`config.mk`:
```
export PLATFORM = sky130hd
export DESIGN_NAME = game_sequencer
export DESIGN_NICKNAME = d
export VERILOG_FILES = /design/src/rtl/game_pkg.sv /design/src/rtl/game_sequencer_button_pulse.sv /design/src/rtl/game_sequencer.sv
export SDC_FILE = /design/constraint.sdc
export NUM_CORES = 1
export LEC_CHECK = 0
export CAP_MARGIN = 40
export CORE_ASPECT_RATIO = 1.75
export CORE_UTILIZATION = 50
export CTS_CLUSTER_SIZE = 24
export DETAILED_ROUTE_END_ITERATION = 10
export PLACE_DENSITY = 0.72
export SYNTH_ARGS = -nofsm -noshare
export SYNTH_HDL_FRONTEND = slang
export SYNTH_SLANG_ARGS = --single-unit
```
`constraint.sdc`:
```
create_clock -name vga_clock -period 2.73 [get_ports vga_clock]
set_input_delay 0.546 -clock vga_clock [delete_from_list [all_inputs] [get_ports vga_clock]]
set_output_delay 0.546 -clock vga_clock [all_outputs]
set_load 0.1 [all_outputs]
```
`src/rtl/game_pkg.sv`:
```
// Shared types for the game flow controller.
// State and screen codes plus a width helper.
package game_pkg;

  typedef enum logic [2:0] {
    TITLE,
    LOAD,
    PLAY,
    WIN_BANNER,
    LOSE_BANNER,
    VICTORY,
    GAME_OVER
  } state_t;

  typedef enum logic [2:0] {
    SCR_TITLE    = 3'd0,
    SCR_LEVEL    = 3'd1,
    SCR_WIN      = 3'd2,
    SCR_LOSE     = 3'd3,
    SCR_VICTORY  = 3'd4,
    SCR_GAMEOVER = 3'd5
  } screen_t;

  function automatic int clog2_min1(input int n);
    return (n > 1) ? $clog2(n) : 1;
  endfunction

endpackage

```
`src/rtl/game_sequencer_button_pulse.sv`:
```
// Push-button synchronizer with rising-edge pulse.
// History presets to "pressed" so a press held through reset is ignored.
module button_pulse (
  input  logic clk_i,
  input  logic rst_i,
  input  logic btn_i,
  output logic pulse_o
);

  logic [2:0] sync_q;
  logic [2:0] sync_d;

  assign sync_d  = {sync_q[1:0], btn_i};
  assign pulse_o = sync_q[1] & ~sync_q[2];

  // two-flop synchronizer plus one flop of edge history
  always_ff @(posedge clk_i) begin
    if (rst_i) sync_q <= 3'b111;
    else       sync_q <= sync_d;
  end

endmodule

```
`src/rtl/game_sequencer.sv`:
```
// Game flow controller: title, levels, banners, lives.
// Owns level resets and the screen code for the RGB mux.
module game_sequencer
  import game_pkg::*;
#(
  parameter  int NUM_LEVELS    = 3,
  parameter  int LIVES         = 3,
  parameter  int SETTLE_CYCLES = 4,
  parameter  int BANNER_FRAMES = 120,
  localparam int LW            = clog2_min1(NUM_LEVELS)
) (
  input  logic                  vga_clock,
  input  logic                  reset,
  input  logic                  start_button,
  input  logic                  frame_tick,
  input  logic [NUM_LEVELS-1:0] level_win,
  input  logic [NUM_LEVELS-1:0] level_lose,
  output logic [NUM_LEVELS-1:0] level_reset_n,
  output logic [LW-1:0]         active_level,
  output logic [2:0]            screen,
  output logic [1:0]            lives
);

  localparam int CW = 16;
  localparam logic [CW-1:0] SETTLE_LAST = CW'(SETTLE_CYCLES - 1);
  localparam logic [CW-1:0] BANNER_LAST = CW'(BANNER_FRAMES - 1);
  localparam logic [LW-1:0] LAST_LVL    = LW'(NUM_LEVELS - 1);
  localparam logic [1:0]    START_LIVES = 2'(LIVES);

  state_t                  state_q, state_d;
  logic [LW-1:0]           lvl_q, lvl_d;
  logic [1:0]              lives_q, lives_d;
  logic [CW-1:0]           cnt_q, cnt_d;
  logic [NUM_LEVELS-1:0]   rstn_q, rstn_d;
  logic                    start_pulse;
  logic                    win_s, lose_s;
  screen_t                 scr;

  button_pulse u_start (
    .clk_i   (vga_clock),
    .rst_i   (reset),
    .btn_i   (start_button),
    .pulse_o (start_pulse)
  );

  assign win_s  = level_win[lvl_q];
  assign lose_s = level_lose[lvl_q];

  // next-state, level, lives and shared settle/banner counter
  always_comb begin
    state_d = state_q;
    lvl_d   = lvl_q;
    lives_d = lives_q;
    cnt_d   = cnt_q;
    case (state_q)
      TITLE: begin
        if (start_pulse) begin
          state_d = LOAD;
          lvl_d   = '0;
          lives_d = START_LIVES;
          cnt_d   = '0;
        end
      end
      LOAD: begin
        cnt_d = cnt_q + 1'b1;
        if (cnt_q == SETTLE_LAST) begin
          state_d = PLAY;
          cnt_d   = '0;
        end
      end
      PLAY: begin
        if (win_s) begin
          state_d = WIN_BANNER;
          cnt_d   = '0;
        end else if (lose_s) begin
          state_d = LOSE_BANNER;
          lives_d = lives_q - 2'd1;
          cnt_d   = '0;
        end
      end
      WIN_BANNER: begin
        if (frame_tick) begin
          cnt_d = cnt_q + 1'b1;
          if (cnt_q == BANNER_LAST) begin
            cnt_d = '0;
            if (lvl_q == LAST_LVL) begin
              state_d = VICTORY;
            end else begin
              lvl_d   = lvl_q + 1'b1;
              state_d = LOAD;
            end
          end
        end
      end
      LOSE_BANNER: begin
        if (frame_tick) begin
          cnt_d = cnt_q + 1'b1;
          if (cnt_q == BANNER_LAST) begin
            cnt_d = '0;
            if (lives_q == 2'd0) state_d = GAME_OVER;
            else                 state_d = LOAD;
          end
        end
      end
      VICTORY, GAME_OVER: begin
        if (start_pulse) state_d = TITLE;
      end
      default: state_d = TITLE;
    endcase
  end

  // only the live level leaves reset, aligned with the PLAY state
  always_comb begin
    rstn_d = '0;
    if (state_d == PLAY) rstn_d[lvl_d] = 1'b1;
  end

  // screen code seen by the RGB mux
  always_comb begin
    scr = SCR_TITLE;
    case (state_q)
      TITLE:       scr = SCR_TITLE;
      LOAD, PLAY:  scr = SCR_LEVEL;
      WIN_BANNER:  scr = SCR_WIN;
      LOSE_BANNER: scr = SCR_LOSE;
      VICTORY:     scr = SCR_VICTORY;
      GAME_OVER:   scr = SCR_GAMEOVER;
      default:     scr = SCR_TITLE;
    endcase
  end

  // state registers
  always_ff @(posedge vga_clock) begin
    if (reset) begin
      state_q <= TITLE;
      lvl_q   <= '0;
      lives_q <= START_LIVES;
      cnt_q   <= '0;
      rstn_q  <= '0;
    end else begin
      state_q <= state_d;
      lvl_q   <= lvl_d;
      lives_q <= lives_d;
      cnt_q   <= cnt_d;
      rstn_q  <= rstn_d;
    end
  end

  assign level_reset_n = rstn_q;
  assign active_level  = lvl_q;
  assign screen        = scr;
  assign lives         = lives_q;

endmodule

```
**Yosys cells after proc, flatten, opt, wreduce, memory -nomap -nowiden**

Cells that the tools add are included.

- Bits in writable memories: 0
- Bits in latches: 0
- Flip-flop bits (word level): 29
- ROM bits: 0
- Memories: 0
- Output and inout port bits: 10

- Magnitude comparators: 3
- Bitwise gates (word level): 3
- Add/sub/neg operators: 3
- Equal/unequal tests: 15
- Divide/modulo/power cells: 0
- Reductions and logical operators: 11
- $mul: 0
- Multiplexer cells: 35
- Shift operators: 0

Operators by type and width:

| operator | number |
|---|---|
| $mux 16 | 6 |
| $pmux 16 s4 | 1 |
| $mux 3 | 11 |
| $pmux 3 s6 | 1 |
| $add 16x1->16 const B | 1 |
| $eq 16x2->1 const B | 1 |
| $eq 16x7->1 const B | 1 |
| $pmux 3 s5 | 1 |
| $mux 2 | 7 |
| $eq 3x2->1 const B | 3 |
| $eq 3x3->1 const B | 3 |
| $pmux 2 s2 | 2 |
| $reduce_and 4->1 | 2 |
| $reduce_or 2->1 | 4 |
| $lt 2x3->1 const B | 2 |
| $ne 2x2->1 const B | 3 |
| $bmux 1 s2 | 2 |
| $reduce_bool 4->1 | 1 |
| $eq 3x1->1 const B | 1 |
| $logic_not 3->1 | 1 |
| $mux 1 | 3 |
| $ne 3x3->1 const B | 1 |
| $add 2x1->2 const B | 1 |
| $demux 1 s2 | 1 |
| other kinds (9) | 10 |

**Depth between registers and ports, before layout**

- Depth after elaboration: 9
- Depth in mapped cells: 8
- Mapped depth without buffers: 8

**Modules after synthesis**

A second synthesis with hierarchy kept.

- Cell total of the unflattened synthesis: 215
- Area, all modules: 1,784.2 µm²

By module, submodules not included:

| module | instances | area an instance (µm²) | sequential area each (µm²) | cells an instance |
|---|---|---|---|---|
| game_sequencer | 1 | 1,699.1 | 520.5 | 208 |
| button_pulse | 1 | 85.1 | 60.1 | 7 |

**Least setup slack after synthesis**

OpenSTA, ideal clock, no wires.

- Path type: register to output
- Start: reg state_q[2]
- End: out screen[0]
- Stages on the path, launching flop included: 4
- Slack: 0.042 ns
- Arrival time: 2.142 ns
- Data required time: 2.184 ns
- Path buffers: 1
- Path through: dfxtp_1 -> buf_2 -> nor2_1 -> xnor2_1

- Word-level cells in the longest chain between the ends: 3

RTL lines:

| item | RTL line | source |
|---|---|---|
| start, declared | game_sequencer.sv:30 | `state_t state_q, state_d;` |
| start signal, assigned | game_sequencer.sv:141 | `state_q <= state_d;` |
| $eq 3x1->1 / $eq 3x2->1 (equally long branches) | game_sequencer.sv:121 | `case (state_q)` |
| $reduce_or 2->1 | game_sequencer.sv:121 |  |
| $pmux 3 s5 (*) | game_sequencer.sv:121 |  |
| end, declared | game_sequencer.sv:20 | `output logic [2:0] screen,` |

Mark *: on every way between the ends. The rest lies on a longest branch, timed or not.

**Worst setup path in the final report**

- Start: reg cnt_q[12]
- End: reg rstn_q[1], in the netlist level_reset_n[1]

- Word-level cells in the longest chain between the ends: 8

RTL lines:

| item | RTL line | source |
|---|---|---|
| start, declared | game_sequencer.sv:33 | `logic [CW-1:0] cnt_q, cnt_d;` |
| start signal, assigned | game_sequencer.sv:144 | `cnt_q <= cnt_d;` |
| $eq 16x7->1 | game_sequencer.sv:84, game_sequencer.sv:98 |  |
| $mux 2 | game_sequencer.sv:84 | `if (cnt_q == BANNER_LAST) begin` |
| $mux 2 | game_sequencer.sv:82 | `if (frame_tick) begin` |
| $pmux 2 s2 | game_sequencer.sv:55 | `case (state_q)` |
| $lt 2x3->1 (not written as such) / $ge 2x1->1 (equally long branches) | game_sequencer.sv:115 | `if (state_d == PLAY) rstn_d[lvl_d] = 1'b1;` |
| $logic_and 1x1->1 (not written as such) | game_sequencer.sv:115 |  |
| $mux 1 (not written as such) | game_sequencer.sv:115 |  |
| $demux 1 s2 | game_sequencer.sv:115 |  |
| end signal, assigned | game_sequencer.sv:145 | `rstn_q <= rstn_d;` |
| end, declared | game_sequencer.sv:34 | `logic [NUM_LEVELS-1:0] rstn_q, rstn_d;` |

Several ways; a longest one is shown, not always the timed one.
A chain may end at the register's enable or synchronous reset.

==> out/qor.txt <==
Drt first-iter violations - 52
Worst Path Required - 2.93 ns
Vias - 1603
Crit path arrival time - 2.48 ns
DRC Markers - 0
CTS hold repair buffers - 0
Clock Pin Slew Worst Setup and Hold Paths - 0.06 ns
Post-CTS Setup Repair Bufs - 0
Most frequent cells after synthesis - nor2_1, dfxtp_1, nand2_1, xnor2_1, nor3_1
Max Slew Vio Count - 0
Initial antenna violation count - 0
Slowest CP cell - nor4_1
Rows - 28
Drt pass-1 iters - 4
Final Core Density - 61.8%
Worst hold-check path type - flip-flop to flip-flop
Share of cells above drive strength 1 - 19.2%
EDFF count, synth - 0
Number of buffers and inverters on the critical path - 0
Wire per inst - 15.0 um
Largest net degree at the start of global routing - 21
Achievable frequency - 439 MHz
Clock buffer depth - 2
Fin crit share - 83.5%
CTS tree - yes
Crit path capture type - flip-flop
Die Span Y - 80.4 um
Total leakage power - 0.000760 uW
# IOs - 20
GRT Residual Overflow - 0
Pwr dens - 451 nW/um2
PortBufs - 19
HPWL Detailed - 3280 um
Share of the synthesized area in the top cell type - 33.1%
Yosys Warn Count - 0
Vias in the first global route - 1629
Synth top area cells - dfxtp_1, xnor2_1, nor2_1, mux2i_1, nand2_1
DRT antenna net count - 0
Crit path time final - 2.28 ns
Most frequent cell after synthesis - nor2_1
Yosys cell types - 53
Register area share after synthesis - 33.1%
Headroom to the max-slew limit - 56.2%
Post-Route WL - 4110 um
R2R Setup Slk - 0.45 ns
Yosys reg bits - 29
CTS sink count - 29
Die Span X - 46.8 um
NumNets Final - 242
Final non-filler cell area - 2080 um2
Via density - 5.85
Worst setup path class - flip-flop to flip-flop
FF+latch area - 581 um2
GRT Total Usage - 25.0%
Multi-input gate area - 1100 um2
GP Congestion - 0.920
Max FO, Critical Path - 4
First-pass GRT wire length - 6840 um
Mean Syn Cell Area - 8.48 um2
Setup_tns - 0 ns
Worst skew pair latency - 0.27 ns
H-tree levels - 2
Mapped Cells - 207
Post-place instance area - 1960 um2
CP startpoint kind - flip-flop
Number of fill cells in the layout - 308
Worst vdd ir - 0.464 mV
Worst clock skew - 0.00572 ns
Final Hold Viols - 0
CTS Buf Count - 5
Post-Syn Nets - 221
Cell Area, Synth - 1760 um2
CTS Root Cell - clkbuf_8
Placeable Area - 3360 um2
Post-CTS sizing - 0
Layout Area Growth over Synthesis - 18.5%
Worst-margin pin slew - 0.656 ns
Endpoints failing setup - 0
Ant. Diodes - 0
Most used DFF post-synth - dfxtp_1
Status - complete, no violations
Ys async rst share - 0%
Crit path cell chain - nor4_1 -> and4_4 -> mux2_2 -> o221ai_1 -> nand4_1 -> nor3b_2
Synth area leader - dfxtp_1
Initial Util - 52.2%
CP max stage delay - 0.55 ns
Die area - 3760 um2
Max Cap Viol - 0
CP delay by family, top - simple AND/OR/NAND/NOR gates
Unrepaired setup endpoints after global routing - false
[report_power, final]
part	total, uW	leakage, uW	internal [uW]	switching [uW]
combinational	58.7	0.000467	27.9	30.8
clock	449	0.0000585	297	152
sequential	430	0.000234	427	3.04
[cell type report]
class                   instances  area share [%]
repair buffers                 22            9.63
well taps                      45            2.71
clock buffers                   7            4.15
multi-input cells             162            52.7
clock inverters                 1            1.44
flip-flops and latches         29            27.9
inverters                       8            1.44
[state kept, by name, summed over array words and instances (netlist names)]
name and cells:
active_level 2, cnt_q 16, level_reset_n 3, lives 2, state_q 3, u_start.sync_q 3
[cells in the final DEF, fill, tap and decap left out, types with 2 or more instances in the layout]
| cell | n |
|---|---|
| nor3b_1 | 4 |
| and3_1 | 4 |
| nand2_1 | 17 |
| inv_1 | 8 |
| or2_2 | 6 |
| o21ai_0 | 2 |
| nand4_1 | 6 |
| ha_1 | 4 |
| a21oi_1 | 5 |
| xnor2_1 | 15 |
| mux2_2 | 2 |
| nor3_1 | 9 |
| a31oi_1 | 3 |
| nor2b_1 | 3 |
| mux2i_1 | 7 |
| and4_1 | 3 |
| nor2_1 | 30 |
| clkbuf_8 | 6 |
| nor2_2 | 2 |
| buf_4 | 12 |
| nand3b_1 | 3 |
| nand3_1 | 4 |
| dfxtp_1 | 29 |
| o21a_1 | 2 |
| nor4b_1 | 5 |
| clkdlybuf4s50_1 | 9 |
[final timing paths]
check,cells past startpoint,start,to
setup / recovery,6,cnt_q[12]$_SDFFE_PP0P_,level_reset_n[1]$_SDFF_PP0_
hold / removal,1,u_start.sync_q[0]$_SDFF_PP1_,u_start.sync_q[1]$_SDFF_PP1_
setup reg to reg,6,cnt_q[12]$_SDFFE_PP0P_,level_reset_n[1]$_SDFF_PP0_
hold reg to reg,1,u_start.sync_q[0]$_SDFF_PP1_,u_start.sync_q[1]$_SDFF_PP1_
[layer usage]
metal	wire length, um	track usage, %	vias to the layer above	part of all wire, %
li1	-	-	772	-
met5	0	0	-	0
met1	1470	22.6	770	36
met4	199	16.0	0	4.8
met3	141	4.49	18	3.4
met2	2300	46.3	43	56
[cells by family (layout without fill, tap and decap cells)]
family	after synthesis	in the layout	share of synthesized area [%]
compound gates	23	23	9.98
xor+xnor	15	15	7.48
fa+ha+maj	4	4	2.85
buf+inv	16	38	4.49
flops	29	29	33.1
mux	10	10	6.13
simple gates	110	110	36.0
[stage by stage]
stage               power [uW]  hold WS (ns)  std cells  worst slack, ns
finish                     938         0.413        274            0.451
CTS                        949         0.420        274            0.457
detailed placement         498         0.402        266            0.194
global route               969         0.424        274            0.232
floorplan                  475         0.389        207           0.0423
global placement           496         0.393        266            0.252
(Power assumes the default switching activity.)
